==> src/rtl/uart_tx_mmio.sv <==
// Memory-mapped 8N1 UART transmitter fed by a small TX FIFO.
// address[3:2]: 0 = TXDATA (write-only), 1 = STATUS (read; any write clears overflow).
module uart_tx_mmio #(
  parameter int CLKS_PER_BIT = 434,
  parameter int FIFO_DEPTH   = 4
) (
  input  logic        clk,
  input  logic        reset,
  input  logic [15:0] address,
  input  logic [31:0] w_data,
  input  logic        we,
  output logic [31:0] r_data,
  output logic        o_Tx,
  output logic        o_busy
);
  localparam int PTR_W  = $clog2(FIFO_DEPTH);
  localparam int CNT_W  = PTR_W + 1;
  localparam int BAUD_W = (CLKS_PER_BIT > 1) ? $clog2(CLKS_PER_BIT) : 1;
  localparam logic [BAUD_W-1:0] BAUD_LAST = BAUD_W'(CLKS_PER_BIT - 1);
  localparam logic [CNT_W-1:0]  CNT_FULL  = CNT_W'(FIFO_DEPTH);

  typedef enum logic [1:0] {S_IDLE, S_START, S_DATA, S_STOP} state_t;

  state_t              state_q, state_d;
  logic [BAUD_W-1:0]   baud_q, baud_d;
  logic [2:0]          bit_idx_q, bit_idx_d;
  logic [7:0]          shift_q, shift_d;
  logic                tx_q, tx_d;
  logic [PTR_W-1:0]    wr_ptr_q, wr_ptr_d;
  logic [PTR_W-1:0]    rd_ptr_q, rd_ptr_d;
  logic [CNT_W-1:0]    count_q, count_d;
  logic                ovf_q, ovf_d;
  logic [7:0]          mem_q [FIFO_DEPTH];

  logic       sel_txdata, sel_status;
  logic       fifo_full, fifo_empty;
  logic       push, pop;
  logic       baud_last, tx_active;
  logic [7:0] head;
  logic [2:0] cnt3;
  logic       unused_bits;

  assign sel_txdata = we && (address[3:2] == 2'd0);
  assign sel_status = we && (address[3:2] == 2'd1);
  assign fifo_full  = (count_q == CNT_FULL);
  assign fifo_empty = (count_q == '0);
  assign head       = mem_q[rd_ptr_q];
  assign baud_last  = (baud_q == BAUD_LAST);
  assign tx_active  = (state_q != S_IDLE);
  // A full FIFO still accepts a byte when the FSM frees a slot on the same edge.
  assign push       = sel_txdata && (!fifo_full || pop);
  assign cnt3        = 3'(count_q);
  assign unused_bits = ^{address[15:4], address[1:0], w_data[31:8]};

  always_comb begin
    state_d   = state_q;
    baud_d    = baud_q;
    bit_idx_d = bit_idx_q;
    shift_d   = shift_q;
    tx_d      = tx_q;
    pop       = 1'b0;
    case (state_q)
      S_IDLE: begin
        tx_d = 1'b1;
        if (!fifo_empty) begin
          pop     = 1'b1;
          shift_d = head;
          tx_d    = 1'b0;
          baud_d  = '0;
          state_d = S_START;
        end
      end
      S_START: begin
        if (baud_last) begin
          baud_d    = '0;
          tx_d      = shift_q[0];
          bit_idx_d = '0;
          state_d   = S_DATA;
        end else begin
          baud_d = baud_q + 1'b1;
        end
      end
      S_DATA: begin
        if (baud_last) begin
          baud_d = '0;
          if (bit_idx_q == 3'd7) begin
            tx_d    = 1'b1;
            state_d = S_STOP;
          end else begin
            shift_d   = {1'b0, shift_q[7:1]};
            bit_idx_d = bit_idx_q + 3'd1;
            tx_d      = shift_q[1];
          end
        end else begin
          baud_d = baud_q + 1'b1;
        end
      end
      S_STOP: begin
        if (baud_last) begin
          baud_d = '0;
          // Back-to-back frames: the next start bit follows the stop bit directly.
          if (!fifo_empty) begin
            pop     = 1'b1;
            shift_d = head;
            tx_d    = 1'b0;
            state_d = S_START;
          end else begin
            state_d = S_IDLE;
          end
        end else begin
          baud_d = baud_q + 1'b1;
        end
      end
      default: state_d = S_IDLE;
    endcase
  end

  always_comb begin
    wr_ptr_d = wr_ptr_q;
    rd_ptr_d = rd_ptr_q;
    count_d  = count_q;
    ovf_d    = ovf_q;
    if (push) wr_ptr_d = wr_ptr_q + 1'b1;
    if (pop)  rd_ptr_d = rd_ptr_q + 1'b1;
    case ({push, pop})
      2'b10:   count_d = count_q + 1'b1;
      2'b01:   count_d = count_q - 1'b1;
      default: count_d = count_q;
    endcase
    if (sel_txdata && fifo_full && !pop) ovf_d = 1'b1;
    else if (sel_status)                 ovf_d = 1'b0;
  end

  always_ff @(posedge clk) begin
    if (reset) begin
      state_q   <= S_IDLE;
      baud_q    <= '0;
      bit_idx_q <= '0;
      tx_q      <= 1'b1;
      wr_ptr_q  <= '0;
      rd_ptr_q  <= '0;
      count_q   <= '0;
      ovf_q     <= 1'b0;
    end else begin
      state_q   <= state_d;
      baud_q    <= baud_d;
      bit_idx_q <= bit_idx_d;
      tx_q      <= tx_d;
      wr_ptr_q  <= wr_ptr_d;
      rd_ptr_q  <= rd_ptr_d;
      count_q   <= count_d;
      ovf_q     <= ovf_d;
    end
  end

  // Byte storage carries no reset; validity is tracked by count_q alone.
  always_ff @(posedge clk) begin
    shift_q <= shift_d;
    if (push) mem_q[wr_ptr_q] <= w_data[7:0];
  end

  always_comb begin
    r_data = '0;
    if (address[3:2] == 2'd1) r_data[6:0] = {cnt3, ovf_q, tx_active, fifo_empty, fifo_full};
  end

  assign o_Tx   = tx_q;
  assign o_busy = tx_active | ~fifo_empty;

endmodule

==> config.mk <==
export PLATFORM = sky130hd
export DESIGN_NAME = uart_tx_mmio
export DESIGN_NICKNAME = d
export VERILOG_FILES = /design/src/rtl/uart_tx_mmio.sv
export SDC_FILE = /design/constraint.sdc
export NUM_CORES = 1
export LEC_CHECK = 0
export CORE_ASPECT_RATIO = 1.2
export CORE_MARGIN = 5
export CORE_UTILIZATION = 25
export DETAILED_ROUTE_END_ITERATION = 6
export DONT_BUFFER_PORTS = 1
export PLACE_DENSITY = 0.43
export SLEW_MARGIN = 20
export SYNTH_ARGS = -nofsm -noshare
export SYNTH_HDL_FRONTEND = slang
export SYNTH_SLANG_ARGS = --single-unit
==> constraint.sdc <==
create_clock -name clk -period 2.5 [get_ports clk]
set_clock_uncertainty 0.05 [all_clocks]
set_input_delay 0.125 -clock clk [delete_from_list [all_inputs] [get_ports clk]]
set_output_delay 0.125 -clock clk [all_outputs]
set_load 0.05 [all_outputs]
# Yosys cells after proc, flatten, opt, wreduce, memory -nomap -nowiden
# Memory sizes are Yosys's and may differ from the RTL's. A register that Yosys moved wholly into a read port is not among the register bits.
# Index checks and enable logic that the tools add are counted.
[op_classes]
add_sub_neg = 6
n_eq_ne = 16
mux = 37
bitwise = 2
reduce_logical = 21
[op_table]
columns = ["op", "count"]
rows = [
  ["$mux 8", 4],
  ["$pmux 8 s3", 1],
  ["$mux 9", 2],
  ["$pmux 9 s2", 1],
  ["$mux 2", 7],
  ["$ne 2x2->1 const B", 7],
  ["$mux 1", 13],
  ["$pmux 3 s2", 2],
  ["$reduce_and 4->1", 3],
  ["$add 9x1->9 const B", 1],
  ["$eq 9x9->1 const B", 1],
  ["$mux 3", 3],
  ["$pmux 2 s4", 1],
  ["$reduce_bool 2->1", 4],
  ["$mux 7", 1],
  ["$add 3x1->3 const B", 2],
  ["$eq 2x1->1 const B", 3],
  ["$eq 2x2->1 const B", 3],
  ["$eq 3x3->1 const B", 2],
  ["$logic_and 1x1->1", 5],
  ["$reduce_and 5->1", 1],
  ["$add 2x1->2 const B", 2],
  ["$logic_not 2->1", 2],
  ["$pmux 1 s4", 1],
  ["9 further kinds", 10],
]
[totals]
reg_bits = 31
ramBits = 32
input_bits = 51
output_inout_bits = 34
word_cells = 92
memories = 1
[mem_list]
columns = ["memory", "words", "width", "read_ports", "rd_clocked_by_memory_dff", "write_ports", "line_no", "text"]
rows = [
  ["mem_q", 4, 8, 1, 1, 1, "33", "logic [7:0] mem_q [FIFO_DEPTH];"],
]

# Logic depth before layout (Yosys ltp)
# Gate-level depths: netlist of run 1.
[depth]
word_depth = 8
mapped_depth = 10
depth_no_buf = 10

# Worst setup path before layout of run 1
# Ideal clock, no wire load.
[synth_path]
path_kind = "register to register"
from = "register state_q[1]"
to = "register count_q[2] (netlist: cnt3[2])"
setup_time_ns = 0.135
arrival_time_ns = 2.047
t_required_ns = 2.315
setup_slack_ns = 0.268
stages_incl_launch_ff = 10
path_buffers = 0
synth_period_minus_slack_ns = 2.232
cell_sequence = "dfxtp_1 ha_1 inv_1 o31ai_2 and2_1 inv_1 fa_1 nor3_1 a22o_1 a211oi_1"
[synth_via]
elab_chain_len = 6
word_cells_on_any_way = 9
classes_between = "eq/ne (3); mux (2); reduce/logical (4)"
[synth_rtl]
columns = ["element", "line_no", "text"]
rows = [
  ["from (decl)", "24", "state_t state_q, state_d;"],
  ["from (signal assigned)", "145", "state_q <= state_d;"],
  ["$eq 2x2->1 / $logic_not 2->1 (equally long branches)", "62", "case (state_q)"],
  ["$pmux 1 s2 *", "62", ""],
  ["$logic_or 1x1->1", "51", "assign push = sel_txdata && (!fifo_full || pop);"],
  ["$logic_and 1x1->1", "51", ""],
  ["$eq 2x1->1 / $eq 2x2->1 (equally long branches)", "125", "case ({push, pop})"],
  ["$pmux 3 s2 / $reduce_bool 2->1 (equally long branches)", "-", ""],
  ["to (signal assigned)", "151", "count_q <= count_d;"],
  ["to (decl)", "31", "logic [CNT_W-1:0] count_q, count_d;"],
]
# Every way passes the cells marked *; elsewhere a longest branch is shown, timed or not.
# A chain may end at the register's enable or synchronous reset.

# Final worst setup path of run 1
[layout_path]
from = "register state_q[0]"
to = "register count_q[2] (netlist: cnt3[2])"
# Same word-level chain as after synthesis.

==> impl_metrics.ini, run 1 <==
[status]
status = finished, final reports clean

[finish]
fin_nets = 377
fillerInstances = 1340
mostFrequentLayoutCells = edfxtp_1, nor2_1, dfxtp_1, conb_1
final_common_cell = edfxtp_1
diodes = 0
area_delta_synth_final_pct = 18.6
drive_gt1_share_pct = 17.4

[power]
comb_power_share_pct = 35.7
powerDensity_nw_per_um2 = 1110
leakagePower_nw = 1.44
finalPower_mw = 4.33
p_sw_share_pct = 36.9
switchingPower_mw = 1.60
p_clk_share_pct = 30.1
worst_ir_drop_vdd_mv = 0.503
power_frac_seq_pct = 34.2
p_int_mw = 2.73

[logic_synthesis]
syn_area_um2 = 3290
synth_area_leaders = edfxtp_1, dfxtp_1, buf_4
synth-seq-cells = 65
ys_types = 56
yosysTopAreaCell = edfxtp_1
synthDominantCellAreaShare_pct = 36.6
synth_edf_count = 40
synth_ff_type = edfxtp_1
netlist_instances = 282
yosysSeqAreaShare_pct = 51.8
ys_async_sr_fraction_pct = 0
ys_warn_count = 0
syn_area_per_cell_um2 = 11.7

[setup_path]
critPathMaxFanout = 5
r2r_start = state_q[0]
r2r_slack_ns = 0.21
reg2reg_depth = 9
critical_path_class = flop to flop
r2r-end = cnt3[2]
crit_arrival_ns = 2.43
endpoint_kind = flop
startpoint = state_q[0]
crit_end = cnt3[2]
critPathLaunchType = flop
crit_required_ns = 2.64

[placed_design]
place_congestion = 0.745
portBuffers = 0
hpwlAfterDp_mm = 4.67

[run]
maxCapViolations = 0

[clock_tree]
cts_buffer_depth = 2
cts.sinks = 65
htree_levels = 3
cts_root_buf = clkbuf_16
cts_setup_buffers = 0
path_clk_slew_ns = 0.06
cts_tree = done
cts_buffers = 9
insertion_delay_ns = 0.33

[drt]
wl_per_cell_um = 13.5
drt-total-wl_mm = 6.53
vias = 2104
drt_iter0_markers = 80
vias_per_cell = 4.35
dr.pass1.iters = 4
drc = 0
ant_nets = 0

[die]
core_area_um2 = 13100
initial_core_util_pct = 25.1
rows = 46
io_pins = 85
dieArea_um2 = 15500
die_w_um = 115
die_h_um = 136

[global_routing]
grt_pass1_wl_mm = 10.6
antenna_found_initial = 0
grt_use_total_pct = 8.83
grt_pass1_vias = 2096
overflow = 0
grt_start_max_net_pins = 26

[worst_hold_path]
hold_path.class = input pin to flop

[sta]
fin_crit_ns = 2.29
worst_slew_pin_slew_ns = 0.585
timing.fmax_ghz = 0.437
slew_headroom_pct = 60.7
fin_crit_sh_pct = 91.5
setup-violations-final = 0
report.final.slew_viol_count = 0
setup-tns-final_ns = 0
finalHoldViolations = 0
rsz0062_at_grt = no
## final cells by class
type | count | area (um^2) | area share (%)
Clock buffer | 9 | 225 | 5.78
Clock inverter | 7 | 85.1 | 2.18
Inverter | 12 | 45.0 | 1.16
Multi-Input combinational cell | 195 | 1400 | 35.9
Sequential cell | 65 | 1700 | 43.7
Tap cell | 168 | 210 | 5.39
Timing Repair Buffer | 28 | 230 | 5.91
## power groups by stage
stage,Combinational (mW),Sequential (mW),Clock (mW)
after floorplan,1.20,1.44,0
after global routing,1.72,1.50,1.40
after CTS,1.57,1.49,1.34
final,1.54,1.48,1.30
after detailed placement,1.54,1.50,0
after global placement,1.51,1.50,0
## Yosys cell counts, drive strengths merged (2+ instances only)
master and n:
nand3 3, inv 12, a22o 8, nand3b 4, clkbuf 5, nand2b 2
edfxtp 40, xor2 2, dfxtp 25, nor2 28, or3 4, nand2 17
nor4 2, o31ai 2, ha 14, a311oi 2, a21oi 18, mux4 8
buf 29, mux2i 2, a211oi 3, and2 9, nor3 3, a41oi 2
a221oi 2, and3 2, nor2b 3, o21ai 13
## worst min path at each step
stage / from / endpoint / cells after the start
floorplan: w_data[0] / mem_q[0][0] / 0
global placement: reset / state_q[0] / 1
detailed placement: reset / state_q[0] / 1
CTS: address[3] / ovf_q / 4
global route: address[3] / ovf_q / 4
finish: address[3] / ovf_q / 4
## sequential cells by signal (all words and copies together) (netlist names), named ones only
| signal | flops |
|---|---|
| rd_ptr_q | 2 |
| baud_q | 9 |
| cnt3 | 3 |
| o_Tx | 1 |
| shift_q | 8 |
| mem_q | 32 |
| state_q | 2 |
| wr_ptr_q | 2 |
| ovf_q | 1 |
| bit_idx_q | 3 |
## timing repair
| item | in CTS | in global routing |
|---|---|---|
| hold buffers | 10 | 0 |
| gates resized for setup | 0 | 1 |
| setup endpoints to repair | 0 | 1 |
| hold endpoints to repair | 57 | 0 |
## worst max-delay path, cell delays in order (launching register included)
cell and delay, ns:
dfxtp_1 0.40, inv_1 0.12, ha_2 0.34, nor3_1 0.17, and2_1 0.17, inv_1 0.07, fa_1 0.42, nor3_1 0.20
a22o_1 0.15, a211oi_1 0.06
## stage by stage
| stage | setup slack, ns | instance area [um^2] | instances | hold slack [ns] | utilization, % |
|---|---|---|---|---|---|
| final | 0.212 | 3900 | 484 | 0.0137 | 29.8 |
| after global routing | 0.0571 | 3900 | 484 | 0.0709 | 29.8 |
| after CTS | 0.105 | 3900 | 484 | 0.00819 | 29.9 |
| after detailed placement | 0.165 | 3490 | 458 | 0.151 | 26.7 |
| after global placement | 0.186 | 3490 | 458 | 0.150 | 26.7 |
| after floorplan | 0.268 | 3380 | 306 | 0.174 | - |
## logic make-up (layout without fill, tap and decap cells)
group	after synthesis	after routing	share of synthesized area, %
and+or+nand+nor	83	83	13.9
DFF	65	65	51.8
AOI/OAI and AO/OA	58	58	12.6
buffers and inverters	46	56	8.42
adders and majority gates	15	15	5.94
muxes	11	11	6.44
xor gates and xnor gates	3	3	0.800
other	1	25	0.114
## routing by layer
metal  vias to the layer above  track usage, %  part of all wire (%)
met5                         -               0                     0
met4                         0            4.22                   1.9
met3                        10            2.14                   4.5
met2                        41            15.4                    51
met1                      1014            10.0                    43
li1                       1039               -                     -
(Power assumes the default switching activity.)
==> inputs of run 2 (changes only) <==
--- a/config.mk
+++ b/config.mk
@@ -11,6 +11,7 @@
 export DETAILED_ROUTE_END_ITERATION = 6
 export DONT_BUFFER_PORTS = 1
 export PLACE_DENSITY = 0.43
+export SETUP_SLACK_MARGIN = 0.3
 export SLEW_MARGIN = 20
 export SYNTH_ARGS = -nofsm -noshare
 export SYNTH_HDL_FRONTEND = slang
==> impl_metrics.ini, run 2 (synthesis gave the netlist of run 1 again) <==
[status]
status = complete, but fails checks
violations = hold timing

[drt]
drc = 0
ant_nets = 0
vias_per_cell = 4.37
dr_wl_met3_um = 361
dr.pass1.iters = 4
wl_met2_mm = 3.32
wl_met1_mm = 2.68
top_layer = met4
drt_iter0_markers = 101
vias = 2146
wl_per_cell_um = 13.2
drt-total-wl_mm = 6.49

[finish]
fin_nets = 384
largest-register = mem_q
area_delta_synth_final_pct = 22.7
diodes = 0
mostFrequentLayoutCells = edfxtp_1, nor2_1, conb_1, dfxtp_1, buf_4
final_common_cell = edfxtp_1
largest_register_ffs = 32
drive_gt1_share_pct = 23.5
stdcell_count = 491
top_regs = mem_q x32, baud_q x9, shift_q x8

[clock_tree]
cts_buffers = 9
cts-hold-fix-buffers = 12
insertion_delay_ns = 0.33
cts_buffer_depth = 2
htree_levels = 3
cts_root_buf = clkbuf_16
path_clk_slew_ns = 0.06
cts.sinks = 65
cts_tree = done

[sta]
setup-tns-final_ns = 0
finalHoldViolations = 22
fin_crit_sh_pct = 84.5
worst_slew_pin_slew_ns = 0.585
timing.final.ws_setup_ns = 0.388
timing.fmax_ghz = 0.474
rsz0062_at_grt = no
fin_crit_ns = 2.11
report.final.slew_viol_count = 0
slew_headroom_pct = 60.9
timing.hold.ws_ns = -0.192
setup-violations-final = 0

[die]
die_h_um = 136
core_area_um2 = 13100
dieArea_um2 = 15500
rows = 46
initial_core_util_pct = 25.1
die_w_um = 115
io_pins = 85

[global_routing]
grt_pass1_wl_mm = 10.5
grt_start_max_net_pins = 26
grt_use_total_pct = 8.71
antenna_found_initial = 0
grt_pass1_vias = 2117
overflow = 0

[setup_path]
slowest_delay_ns = 0.54
slowest_stage = fa_2
endpoint_kind = flop
crit_arrival_ns = 2.29
path_cells = inv_2 > ha_2 > nor3_1 > and2_4 > inv_2 > fa_2 > a21oi_1 > a2bb2oi_1 > a21oi_1
r2r_slack_ns = 0.39
critical_path.top_delay_family = adder cells
critPathLaunchType = flop
worst-path-buf-inv = 2
critical_path_class = flop to flop
crit_required_ns = 2.67
critPathMaxFanout = 5

[placed_design]
place_inst = 456
place_congestion = 0.714
preCtsSetupSlack_ns = 0.132
portBuffers = 0
hpwlAfterDp_mm = 4.52

[power]
leakagePower_nw = 1.49
worst_ir_drop_vdd_mv = 0.388
powerDensity_nw_per_um2 = 1090

[worst_hold_path]
hold_path.class = input pin to flop

[run]
maxCapViolations = 0
[run 2: changes by cell type in the layout (fill, tap and decap cells not counted), moves of 2 or more]
| cell | before | now |
|---|---|---|
| dfxtp_1 | 25 | 19 |
| dfxtp_4 | 0 | 3 |
| dlygate4sd3_1 | 9 | 12 |
| inv_1 | 12 | 7 |
| buf_6 | 0 | 4 |
| inv_2 | 0 | 5 |
| clkinv_4 | 2 | 0 |
| dfxtp_2 | 0 | 3 |
[run 2: power by group]
part,switching (mW),internal (mW),leakage (nW)
combinational,0.969,0.662,0.775
clock,0.485,0.782,0.145
sequential,0.149,1.35,0.574
[run 2: worst paths after layout]
path | startpoint | end | cells past startpoint
max | state_q[0] | cnt3[1] | 9
max reg2reg | state_q[0] | cnt3[1] | 9
min reg2reg | ovf_q | ovf_q | 2
min | reset | baud_q[2] | 1
[run 2: stage by stage]
stage | power, mW | area (um^2) | utilization [%]
floorplan | 2.67 | 3390 | -
global placement | 3.02 | 3490 | 26.7
detailed placement | 3.04 | 3490 | 26.7
CTS | 4.41 | 3970 | 30.4
global route | 4.68 | 4030 | 30.9
finish | 4.40 | 4030 | 30.9
[run 2: cell type report]
cell class | instances | area, um^2
fillers | 1305 | 9030
multi-input cells | 195 | 1450
clock inverters | 7 | 76.3
inverters | 12 | 45.0
well taps | 168 | 210
clock buffers | 9 | 225
repair buffers | 35 | 308
flip-flops and latches | 65 | 1720
[run 2: worst reg2reg max path, stage by stage, from the launching register on]
cell       delay [ns]
dfxtp_4          0.36
inv_2            0.10
ha_2             0.28
nor3_1           0.19
and2_4           0.18
inv_2            0.04
fa_2             0.54
a21oi_1          0.04
a2bb2oi_1        0.16
a21oi_1          0.08
[run 2: layer usage]
layer	GRT usage, %	vias up
met5	0	-
met4	3.76	0
met3	2.50	11
met2	15.1	50
met1	9.92	1031
li1	-	1054
[run 2: what timing repair did]
action                                  in CTS  in global routing
gates resized for setup                      9                 18
pin swaps                                    3                  9
buffers inserted                             4                  3
endpoints found under the setup margin      37                 45
endpoints found under the hold margin       57                 22
==> inputs of run 3 (changes only) <==
--- a/config.mk
+++ b/config.mk
@@ -10,7 +10,7 @@
 export CORE_UTILIZATION = 25
 export DETAILED_ROUTE_END_ITERATION = 6
 export DONT_BUFFER_PORTS = 1
-export PLACE_DENSITY = 0.43
+export PLACE_DENSITY = 0.45
 export SETUP_SLACK_MARGIN = 0.3
 export SLEW_MARGIN = 20
 export SYNTH_ARGS = -nofsm -noshare
==> constraint.sdc (replaced) <==
create_clock -name clk -period 1.8 [get_ports clk]
set_clock_uncertainty 0.05 [all_clocks]
set_input_delay 0.09 -clock clk [delete_from_list [all_inputs] [get_ports clk]]
set_output_delay 0.09 -clock clk [all_outputs]
set_load 0.05 [all_outputs]
==> impl_metrics.ini, run 3 (synthesis gave the netlist of run 1 again) <==
[status]
status = complete, but fails checks
violations = hold timing, setup timing

[sta]
slew_headroom_pct = 63.6
timing.fmax_ghz = 0.494
setup-violations-final = 47
report.final.slew_viol_count = 0
fin_crit_sh_pct = 112
timing.final.ws_setup_ns = -0.224
worst_slew_pin_slew_ns = 0.541
fin_crit_ns = 2.02
rsz0062_at_grt = yes
timing.hold.ws_ns = -0.0398
finalHoldViolations = 1

[die]
die_w_um = 115
io_pins = 85
die_h_um = 136
initial_core_util_pct = 25.1
core_area_um2 = 13100
dieArea_um2 = 15500
rows = 46

[clock_tree]
insertion_delay_ns = 0.33
cts.sinks = 65
cts_buffer_depth = 2
cts_root_buf = clkbuf_16
cts_buffers = 9
htree_levels = 3
cts_tree = done
path_clk_slew_ns = 0.06

[power]
powerDensity_nw_per_um2 = 1610
worst_ir_drop_vdd_mv = 0.576
leakagePower_nw = 1.74

[finish]
final_common_cell = buf_4
area_delta_synth_final_pct = 42.4
fillerInstances = 1289
fin_nets = 425
drive_gt1_share_pct = 44.0
largest-register = mem_q
mostFrequentLayoutCells = buf_4, edfxtp_1, conb_1, buf_6, nor2_1
utilization_pct = 35.8
top_regs = mem_q x32, baud_q x9, shift_q x8
diodes = 0
largest_register_ffs = 32

[setup_path]
critPathMaxFanout = 4
endpoint_kind = flop
slowest_delay_ns = 0.37
critical_path_class = flop to flop
startpoint = baud_q[2]
r2r_start = baud_q[2]
critPathLaunchType = flop
crit_required_ns = 1.96
critical_path.top_delay_family = simple AND/OR/NAND/NOR gates
path_cells = nand4bb_4 > o31ai_4 > and2_4 > inv_2 > fa_2 > nor3_2 > a22o_1 > a211oi_2
crit_arrival_ns = 2.18
slowest_stage = fa_2
worst-path-buf-inv = 1

[drt]
ant_nets = 0
drc = 0
dr.pass1.iters = 4
drt-total-wl_mm = 7.13
drt_iter0_markers = 90
wl_per_cell_um = 13.4
vias_per_cell = 4.26
vias = 2267

[run]
maxCapViolations = 0

[placed_design]
hpwlAfterDp_mm = 5.00
place_congestion = 0.773
portBuffers = 0
preCtsSetupSlack_ns = -0.269

[global_routing]
grt_start_max_net_pins = 26
overflow = 0
antenna_found_initial = 0
grt_pass1_vias = 2359
grt_use_total_pct = 9.89
grt_pass1_wl_mm = 11.9

[worst_hold_path]
hold_path.class = input pin to flop
hold_start = address[3]
[run 3: cell count changes in the layout (fill, tap and decap cells not counted), moves of 4 or more]
cell | previous run | this run
buf_4 | 19 | 42
buf_6 | 4 | 20
nor2_1 | 27 | 19
a21oi_1 | 18 | 13
and2_1 | 8 | 3
and2_4 | 1 | 6
nor2_4 | 1 | 6
o21ai_0 | 11 | 6
ha_1 | 12 | 8
ha_4 | 1 | 5
o21ai_1 | 1 | 5
[run 3: path summary, 6_finish.rpt]
path,end,slack [ns],cells past startpoint
hold reg to reg,ovf_q,0.43,2
hold / removal,ovf_q,-0.04,4
setup / recovery,cnt3[2],-0.22,8
setup reg to reg,cnt3[2],-0.22,8
[run 3: worst min-delay path, cell delays in order]
cell and delay [ns]:
nor2b_1 0.04, nand2_1 0.06, a32oi_1 0.04, nor2_1 0.07
[run 3: metal layers]
layer	vias up	GRT usage, %	part of all wire, %
li1	1137	-	-
met1	1078	11.2	42
met2	46	17.3	53
met3	6	2.82	4.7
met4	0	4.16	1.1
met5	-	0	0
[run 3: final cells by class]
class	count	area [um^2]	area share, %
well taps	168	210	4.49
multi-input cells	195	1680	35.9
inverters	12	55.1	1.18
flip-flops and latches	65	1720	36.8
clock inverters	7	76.3	1.63
clock buffers	9	225	4.81
repair buffers	76	711	15.2
[run 3: report_power, final]
group,total (mW),switching [mW],internal [mW]
Clock,1.75,0.672,1.08
Sequential,2.06,0.178,1.88
Combinational,3.74,1.87,1.87
Total,7.55,2.72,4.83
[run 3: what timing repair did]
item | 4_1_cts | 5_1_grt
buffers inserted | 7 | 4
gates cloned | 0 | 0
hold endpoints to repair | 57 | 25
setup endpoints to repair | 77 | 77
gates resized for setup | 56 | 22
pin swaps | 24 | 16
hold buffers | 8 | 3
[run 3: metrics by stage]
stage	hold WS, ns	std cells	setup TNS (ns)	power (mW)	instance area (um^2)
6_report	-0.0398	532	-7.76	7.55	4680
5_1_grt	0.00955	532	-12.03	8.02	4680
4_1_cts	-0.242	525	-5.02	7.34	4530
3_5_place_dp	0.114	494	-7.38	4.98	3880
3_3_place_gp	0.114	494	-7.92	4.97	3880
2_1_floorplan	0.139	306	-1.09	3.99	3510
